## src/rtl/alu_seq.sv

```systemverilog
// Handshaked multi-cycle ALU: single-cycle logic/arith ops, iterative 1-bit/cycle shifts.
// Define ALU_MUL_EN to add the iterative shift-add multiply on op 11.
module alu_seq #(
  parameter int WIDTH = 8
) (
  input  logic             clk,
  input  logic             rst,
  input  logic             in_valid,
  output logic             in_ready,
  input  logic [WIDTH-1:0] a,
  input  logic [WIDTH-1:0] b,
  input  logic [3:0]       op,
  output logic             out_valid,
  input  logic             out_ready,
  output logic [WIDTH-1:0] res,
  output logic             car,
  output logic             of,
  output logic             zf
);

  localparam int SHW = $clog2(WIDTH);
  localparam int CW  = SHW + 1;
  localparam int MSB = WIDTH - 1;

  typedef enum logic [1:0] {S_IDLE = 2'd0, S_EXEC = 2'd1, S_DONE = 2'd2} state_t;

  state_t             r_state;
  state_t             w_next;
  logic [3:0]         r_op;
  logic [CW-1:0]      r_cnt;
  logic [2*WIDTH-1:0] r_prod;
  logic [2*WIDTH-1:0] w_prod_nxt;
  logic [WIDTH-1:0]   r_res;
  logic               r_car;
  logic               r_of;
  logic               r_zf;
  logic               r_in_ready;
  logic               r_out_valid;
  logic [WIDTH+1:0]   w_single;
  logic               w_iter;
`ifdef ALU_MUL_EN
  logic [WIDTH-1:0]   r_a;
  logic [WIDTH:0]     w_sum;
`endif

  // Result of every op that completes in one cycle, packed as {car, of, res}.
  function automatic logic [WIDTH+1:0] f_single(input logic [WIDTH-1:0] fa,
                                                input logic [WIDTH-1:0] fb,
                                                input logic [3:0]       fop);
    logic [WIDTH:0]   sum;
    logic [WIDTH-1:0] r;
    logic             c;
    logic             o;
    sum = {(WIDTH+1){1'b0}};
    r   = {WIDTH{1'b0}};
    c   = 1'b0;
    o   = 1'b0;
    case (fop)
      4'd0: begin
        sum = {1'b0, fa} + {1'b0, fb};
        r   = sum[WIDTH-1:0];
        c   = sum[WIDTH];
        o   = (fa[MSB] == fb[MSB]) && (r[MSB] != fa[MSB]);
      end
      4'd1: begin
        sum = {1'b0, fa} + {1'b0, ~fb} + {{WIDTH{1'b0}}, 1'b1};
        r   = sum[WIDTH-1:0];
        c   = sum[WIDTH];
        o   = (fa[MSB] != fb[MSB]) && (r[MSB] != fa[MSB]);
      end
      4'd2:                r = ~fa;
      4'd3:                r = fa & fb;
      4'd4:                r = fa | fb;
      4'd5:                r = fa ^ fb;
      4'd6:                r = {{(WIDTH-1){1'b0}}, ($signed(fa) < $signed(fb))};
      4'd7:                r = {{(WIDTH-1){1'b0}}, (fa == fb)};
      4'd8, 4'd9, 4'd10:   r = fa;  // only reached for a zero shift amount
      default:             r = {WIDTH{1'b0}};
    endcase
    return {c, o, r};
  endfunction

  assign w_single = f_single(a, b, op);

  // Decide whether the accepted op needs EXEC cycles.
  always_comb begin
    w_iter = 1'b0;
    if ((op == 4'd8 || op == 4'd9 || op == 4'd10) && (b[SHW-1:0] != {SHW{1'b0}})) begin
      w_iter = 1'b1;
    end else begin
`ifdef ALU_MUL_EN
      w_iter = (op == 4'd11);
`else
      w_iter = 1'b0;
`endif
    end
  end

  // Next-state logic.
  always_comb begin
    w_next = r_state;
    case (r_state)
      S_IDLE:  if (in_valid) w_next = w_iter ? S_EXEC : S_DONE; else w_next = S_IDLE;
      S_EXEC:  if (r_cnt == CW'(1)) w_next = S_DONE; else w_next = S_EXEC;
      S_DONE:  if (out_ready) w_next = S_IDLE; else w_next = S_DONE;
      default: w_next = S_IDLE;
    endcase
  end

  // One iteration step; the low half holds the shifting value (or multiplier during MUL).
  always_comb begin
    w_prod_nxt = r_prod;
`ifdef ALU_MUL_EN
    w_sum = {1'b0, r_prod[2*WIDTH-1:WIDTH]} + (r_prod[0] ? {1'b0, r_a} : {(WIDTH+1){1'b0}});
`endif
    case (r_op)
      4'd8:  w_prod_nxt = {r_prod[2*WIDTH-1:WIDTH], r_prod[WIDTH-2:0], 1'b0};
      4'd9:  w_prod_nxt = {r_prod[2*WIDTH-1:WIDTH], 1'b0, r_prod[WIDTH-1:1]};
      4'd10: w_prod_nxt = {r_prod[2*WIDTH-1:WIDTH], r_prod[WIDTH-1], r_prod[WIDTH-1:1]};
`ifdef ALU_MUL_EN
      4'd11: w_prod_nxt = {w_sum, r_prod[WIDTH-1:1]};
`endif
      default: w_prod_nxt = r_prod;
    endcase
  end

  // State, operand, iteration and result registers.
  always_ff @(posedge clk) begin
    if (rst) begin
      r_state     <= S_IDLE;
      r_in_ready  <= 1'b1;
      r_out_valid <= 1'b0;
      r_op        <= 4'd0;
      r_cnt       <= {CW{1'b0}};
      r_prod      <= {(2*WIDTH){1'b0}};
      r_res       <= {WIDTH{1'b0}};
      r_car       <= 1'b0;
      r_of        <= 1'b0;
      r_zf        <= 1'b0;
`ifdef ALU_MUL_EN
      r_a         <= {WIDTH{1'b0}};
`endif
    end else begin
      r_state     <= w_next;
      r_in_ready  <= (w_next == S_IDLE);
      r_out_valid <= (w_next == S_DONE);
      case (r_state)
        S_IDLE: begin
          if (in_valid) begin
            r_op   <= op;
            r_cnt  <= {1'b0, b[SHW-1:0]};
            r_prod <= {{WIDTH{1'b0}}, a};
`ifdef ALU_MUL_EN
            r_a    <= a;
            if (op == 4'd11) begin
              r_cnt  <= CW'(WIDTH);
              r_prod <= {{WIDTH{1'b0}}, b};
            end
`endif
            if (!w_iter) begin
              {r_car, r_of, r_res} <= w_single;
              r_zf                 <= (w_single[WIDTH-1:0] == {WIDTH{1'b0}});
            end
          end
        end
        S_EXEC: begin
          r_prod <= w_prod_nxt;
          r_cnt  <= r_cnt - CW'(1);
          if (r_cnt == CW'(1)) begin
            r_res <= w_prod_nxt[WIDTH-1:0];
            r_zf  <= (w_prod_nxt[WIDTH-1:0] == {WIDTH{1'b0}});
            r_of  <= 1'b0;
`ifdef ALU_MUL_EN
            r_car <= (r_op == 4'd11) ? (|w_prod_nxt[2*WIDTH-1:WIDTH]) : 1'b0;
`else
            r_car <= 1'b0;
`endif
          end
        end
        default: ;
      endcase
    end
  end

  assign in_ready  = r_in_ready;
  assign out_valid = r_out_valid;
  assign res       = r_res;
  assign car       = r_car;
  assign of        = r_of;
  assign zf        = r_zf;

endmodule
```

## config.mk

```make
export PLATFORM = sky130hd
export DESIGN_NAME = alu_seq
export DESIGN_NICKNAME = d
export VERILOG_FILES = /design/src/rtl/alu_seq.sv
export SDC_FILE = /design/constraint.sdc
export NUM_CORES = 1
export LEC_CHECK = 0
export BUFFER_PORTS_ARGS = -buffer_cell sky130_fd_sc_hd__buf_2
export CORE_ASPECT_RATIO = 0.9
export CORE_MARGIN = 4
export CORE_UTILIZATION = 55
export CTS_CLUSTER_DIAMETER = 150
export DETAILED_ROUTE_END_ITERATION = 10
export GPL_ROUTABILITY_DRIVEN = 0
export HOLD_SLACK_MARGIN = 0.08
export PLACE_DENSITY = 0.75
export SKIP_CTS_REPAIR_TIMING = 1
export SYNTH_ARGS = -nofsm -noshare
export SYNTH_HDL_FRONTEND = slang
export SYNTH_SLANG_ARGS = --single-unit
```

## constraint.sdc

```tcl
create_clock -name clk -period 3.2 [get_ports clk]
set_input_delay 0.48 -clock clk [delete_from_list [all_inputs] [get_ports clk]]
set_output_delay 0.48 -clock clk [all_outputs]
set_load 0.02 [all_outputs]
```

==> metrics, run 1 <==
asr flop ratio synth 0%; LEAKAGE around 1.3 nW; max-slew violations 0; initial antenna violation count 0; Routed Antenna Nets 0; Switch Pwr roughly 0.43 mW; Net Count, Synth around 450; Post-synth EDFFs 0; nets 470; overflow left after global routing 0; min Tclk post-route between 2 and 2.5 ns; RSZ-0062 raised after global routing no; global-route wire length before repair approximately 15 mm; io pins 37; core area 0.00526 mm^2; worst slack at placement 0.510 ns; Seq/Total Area, Yosys around a fifth; worst-margin pin slew ~0.68 ns; met3 Use GR ~5.6%; critical path class primary input to flip-flop; vias in the first global route between 2000 and 3000; P_int around 0.75 mW; final setup margin 0.774 ns; Fin Hold WS 0.459 ns; Max Root-Sink Buffers 2; DRC Markers 0; Starting Density 56.6%; met1 global-route usage just under 40%; share of the synthesized area in the top cell type a little over a fifth; Max Cap Viol 0; Area growth, synth to finish 7.69%; Arrival @ worst endpoint 2.64 ns; clock sinks 31; period utilization between 70% and 80%; IO buf count 36; status completed; Worst-Skew Late Latency about 0.28 ns; HPWL Detailed roughly 6.6 mm; layout cells sized above 1 between 10% and 20%; predominant post-synthesis flop cell dfxtp_1; worst-path fanout max 11; Synth Cell Area 0.00298 mm^2; f_max roughly 410 MHz; # diodes 0; sw frac 36.6%; min-delay worst type flip-flop to flip-flop; CTS buffer count 5; CP Capture Type flip-flop; # H-tree levels 2; drt initial violations between 300 and 400; Setup violations, final 0; Clk network pwr share between 20% and 30%; TritonCTS clock tree built; Slew headroom between 50% and 60%; root buf cell clkbuf_8; Yosys warning total 0; power share of the combinational group a little under two fifths; Via density approximately 6.5; DR WL/cell roughly 18 um; final WL about 8.7 mm; DR vias 3171; clock transition at the registers of the reported paths 0.06 ns; gr busiest metal met2; total track usage 27.3%; die width around 86 um; total die area roughly 0.0067 mm^2; sequential share of power 37.4%; Fill cells around 500; Fin. Hold Viols 0; distinct cell type count after synthesis 60; Req. time, crit path around 3.4 ns; Worst VDD drop 290 uV; FP Rows 25; Worst setup SP type primary input; Avg Cell Area, Syn roughly 7.5 um^2; Power Dens Cells about 370 mW/mm^2; largest net degree at the start of global routing 32; met2 Usage GRT around two fifths; largest cells by area after synthesis dfxtp_1 21%, ha_1 11%, a21oi_1 6.1%, nand2_1 4.9%, nor2_1 4.3%; skew final about 0.0057 ns; drt first pass iters 5; chip height 77.8 um; setup TNS 0 ns; register bit count reported by yosys 31; Gate Count Post-Synth ~400; area leader, netlist dfxtp_1
flip-flops by register name, summed over array words and instances, names as in the netlist:
signal / flops
r_cnt: 4
r_prod: 8
res: 8
of: 1
r_state: 2
in_ready: 1
out_valid: 1
zf: 1
r_op: 4
car: 1
area by class of cell:
cell class	count	area (um^2)	area share, %
Multi-Input combinational cell	315	2110	65.8
Sequential cell	31	621	19.4
Inverter	25	93.8	2.93
Clock inverter	1	5.00	0.156
Clock buffer	6	82.6	2.58
Tap cell	67	83.8	2.62
Timing Repair Buffer	40	210	6.56
cell usage after synthesis (4+ instances only):
library cell / number
nand2_1: 39
a21oi_1: 36
nor2_1: 34
dfxtp_1: 31
ha_1: 26
inv_1: 25
o21ai_0: 23
a22oi_1: 14
clkbuf_1: 12
o22ai_1: 10
nor2b_1: 9
a211oi_1: 8
a221oi_1: 8
buf_2: 8
nor3_1: 7
or3_1: 7
a2bb2oi_1: 6
nand2b_1: 6
nor4_1: 5
xnor2_1: 5
a21o_1: 4
a31oi_1: 4
buf_6: 4
nand3_1: 4
nand4_1: 4
nor3b_1: 4
power by group through the flow:
stage	Sequential (mW)	Combinational, mW	Clock [mW]
6_report	0.443	0.434	0.306
3_5_place_dp	0.450	0.424	0
4_1_cts	0.442	0.426	0.315
2_1_floorplan	0.452	0.311	0
5_1_grt	0.447	0.478	0.334
3_3_place_gp	0.449	0.418	0
path summary, 6_finish.rpt:
| path | from | to | slack [ns] | cells past startpoint |
|---|---|---|---|---|
| max | a[4] | res[5] | 0.77 | 10 |
| min | of | of | 0.46 | 2 |
| max reg2reg | r_state[1] | zf | 1.08 | 7 |
| min reg2reg | of | of | 0.46 | 2 |
layout by cell type (no fill, tap or decap), types with 4 or more instances in the layout:
master     instances
nor4_1             5
dfxtp_1           31
a211oi_1           8
or3_1              7
nand3_1            4
nor2_1            34
nor3_1             7
buf_4              4
a21o_1             4
clkbuf_8           6
nand2b_1           6
inv_1             25
nand2_1           39
nor2b_1            9
a221oi_1           8
a2bb2oi_1          6
a31oi_1            4
o21ai_0           23
a21oi_1           36
ha_1              26
nor3b_1            4
a22oi_1           14
nand4_1            4
o22ai_1           10
xnor2_1            5
buf_2             36
stage by stage:
stage	instances	power [mW]	cell area [um^2]	utilization, %
6_report	485	1.18	3210	61.0
5_1_grt	485	1.26	3210	61.0
4_1_cts	485	1.18	3210	61.0
3_5_place_dp	478	0.874	3120	59.3
3_3_place_gp	478	0.868	3120	59.3
2_1_floorplan	399	0.763	2980	-
critical path, stage by stage:
cell and delay [ns]:
buf_2 0.15, inv_1 0.06, ha_1 0.49, and2b_1 0.24, a2111o_1 0.34, a32oi_1 0.18
xor2_1 0.16, a21oi_1 0.10, a211o_1 0.32, a21oi_1 0.11
metal layers:
| metal | vias up | part of all wire, % |
|---|---|---|
| met2 | 184 | 44 |
| met5 | - | 0 |
| met3 | 24 | 9.7 |
| met4 | 0 | 2.2 |
| met1 | 1458 | 44 |
| li1 | 1505 | - |
cell families (layout without fill, tap and decap cells):
logic type	Yosys count	count (layout)	synth area share, %
buffers and inverters	53	72	8.28
adders and majority gates	28	28	12.3
DFF	31	31	20.8
muxes	4	4	1.39
and+or+nand+nor	135	135	22.8
xor gates and xnor gates	8	8	2.35
AOI/OAI and AO/OA	140	140	32.1
No activity file was read; power rests on OpenSTA's default activity.
==> run 2, diff against run 1 <==
- clock period: 3.2 -> 2.38 ns (I/O delays scaled with it)
==> run 2 against run 1 <==
Against the previous run:
- die area did not move
- first-iteration DRC count up 26%
- routed wire length up 1.8%
- global-route usage fell by 0.23 points
- total power grew 41%
- worst setup slack worse by 0.59 ns
- design area rose by 8.3%
- critical endpoint is now res[4]
- clock power up 40%
- utilization rose by 5.0 points
- flip-flop and latch count stayed put
- highest routed layer unchanged
- largest cell class unchanged
- clock skew rose by 0.0038 ns
- register-to-register slack worse by 0.72 ns
==> metrics, run 2 (synthesized netlist as in run 1, its figures left out) <==
status completed; clock sinks 31; # diodes 0; DRC Markers 0; final setup margin ~0.19 ns; total die area about 0.0067 mm^2; RSZ-0062 raised after global routing no; hold endpoint r_state[1]; worst-path fanout max 3; root buf cell clkbuf_8; P_int between 1 and 1.5 mW; largest net degree at the start of global routing 32; period utilization just over 90%; Worst setup SP type primary input; RR Endpoint r_cnt[3]; TritonCTS clock tree built; Req. time, crit path around 2.6 ns; drt initial violations around 410; Area growth, synth to finish 16.6%; utilization after layout between 60% and 70%; Multi-input gate area about 0.0021 mm^2; CP Capture Type flip-flop; overflow left after global routing 0; Power Dens Cells 480 mW/mm^2; commonest non-fill, non-tap cell in the layout nand2_1; Clk network pwr share 25.6%; layout cells sized above 1 between 10% and 20%; R2R Path Start r_state[1]; critical path class primary input to flip-flop; global-route wire length before repair ~15 mm; f_max between 400 and 500 MHz; initial antenna violation count 0; max-slew violations 0; Worst VDD drop a little over 300 uV; nets between 500 and 600; worst slack at placement -0.116 ns; Switch Pwr 0.611 mW; commonest non-fill, non-tap cells in the layout 39 x nand2_1, 36 x a21oi_1, 36 x buf_2; # H-tree levels 2; total track usage between 20% and 30%; FP Rows 25; Starting Density a little under three fifths; Arrival @ worst endpoint 2.40 ns; final WL 8.87 mm; r2r setup slk between 0.3 and 0.4 ns; Setup violations, final 0; HPWL Detailed approximately 6.7 mm; die width approximately 86 um; core area between 0.005 and 0.006 mm^2; LEAKAGE roughly 1.5 nW; Max Root-Sink Buffers 2; Slew headroom between 40% and 50%; Fin. Hold Viols 0; Routed Antenna Nets 0; sequential cell area approximately 620 um^2; chip height around 78 um; DR vias 3234; CTS buffer count 5; io pins 37; power share of the combinational group approximately two fifths; DR WL/cell between 15 and 20 um; Worst-Skew Late Latency between 0.2 and 0.3 ns; clock transition at the registers of the reported paths 0.07 ns; vias in the first global route 2907; Fill cells ~470; Hold Path Origin out_ready; min-delay worst type primary input to flip-flop; sw frac ~37%; worst-margin pin slew between 0.8 and 0.9 ns; Via density about 6.3; Max Cap Viol 0; path depth of the worst reg2reg path 5; skew final 0.00953 ns; sequential share of power 35.7%; WHS Path Cells 3; IO buf count 36; min Tclk post-route 2.19 ns; drt first pass iters 7
-- run 2: worst max path at each step --
stage	from	endpoint	slack, ns	cells after the start
global route	a[0]	zf	0.01	13
CTS	a[0]	res[4]	0.18	11
detailed placement	a[0]	res[4]	-0.12	11
finish	a[0]	res[4]	0.19	11
floorplan	a[0]	zf	0.25	10
global placement	a[0]	res[4]	-0.07	11
-- run 2: routing by layer --
layer,vias up,routed length (um),track usage (%),part of all wire (%)
met2,166,3890,40.7,44
met3,22,809,3.72,9.1
met4,0,168,6.33,1.9
li1,1567,-,-,-
met1,1479,4000,40.6,45
met5,-,0,0,0
-- run 2: layout make-up --
cell class	instances	area share [%]
Multi-Input combinational cell	315	61.1
Sequential cell	31	17.9
Timing Repair Buffer	72	13.3
Inverter	25	2.70
Tap cell	67	2.42
Clock buffer	6	2.38
Clock inverter	1	0.144
-- run 2: power groups by stage --
stage	Clock (mW)	Sequential (mW)	Combinational (mW)
global route	0.451	0.600	0.705
finish	0.427	0.595	0.646
CTS	0.426	0.593	0.629
global placement	0	0.602	0.615
floorplan	0	0.608	0.418
detailed placement	0	0.604	0.626
-- run 2: worst max-delay path, cell delays in order --
cell	delay, ns
buf_2	0.11
inv_1	0.07
ha_1	0.17
inv_1	0.05
fa_1	0.39
nand2b_1	0.14
a21oi_1	0.12
a2111oi_2	0.40
a311oi_2	0.11
a211o_1	0.33
a21oi_1	0.14
-- run 2: metrics by stage --
step / hold WS [ns] / TNS [ns] / cells / total power [mW] / instance area (um^2)
after global placement: 0.441 / -0.156 / 510 / 1.22 / 3370
after detailed placement: 0.445 / -0.283 / 510 / 1.23 / 3370
after floorplan: 0.445 / 0 / 399 / 1.03 / 2980
after global routing: 0.384 / 0 / 517 / 1.76 / 3470
final: 0.403 / 0 / 517 / 1.67 / 3470
after CTS: 0.388 / 0 / 517 / 1.65 / 3460
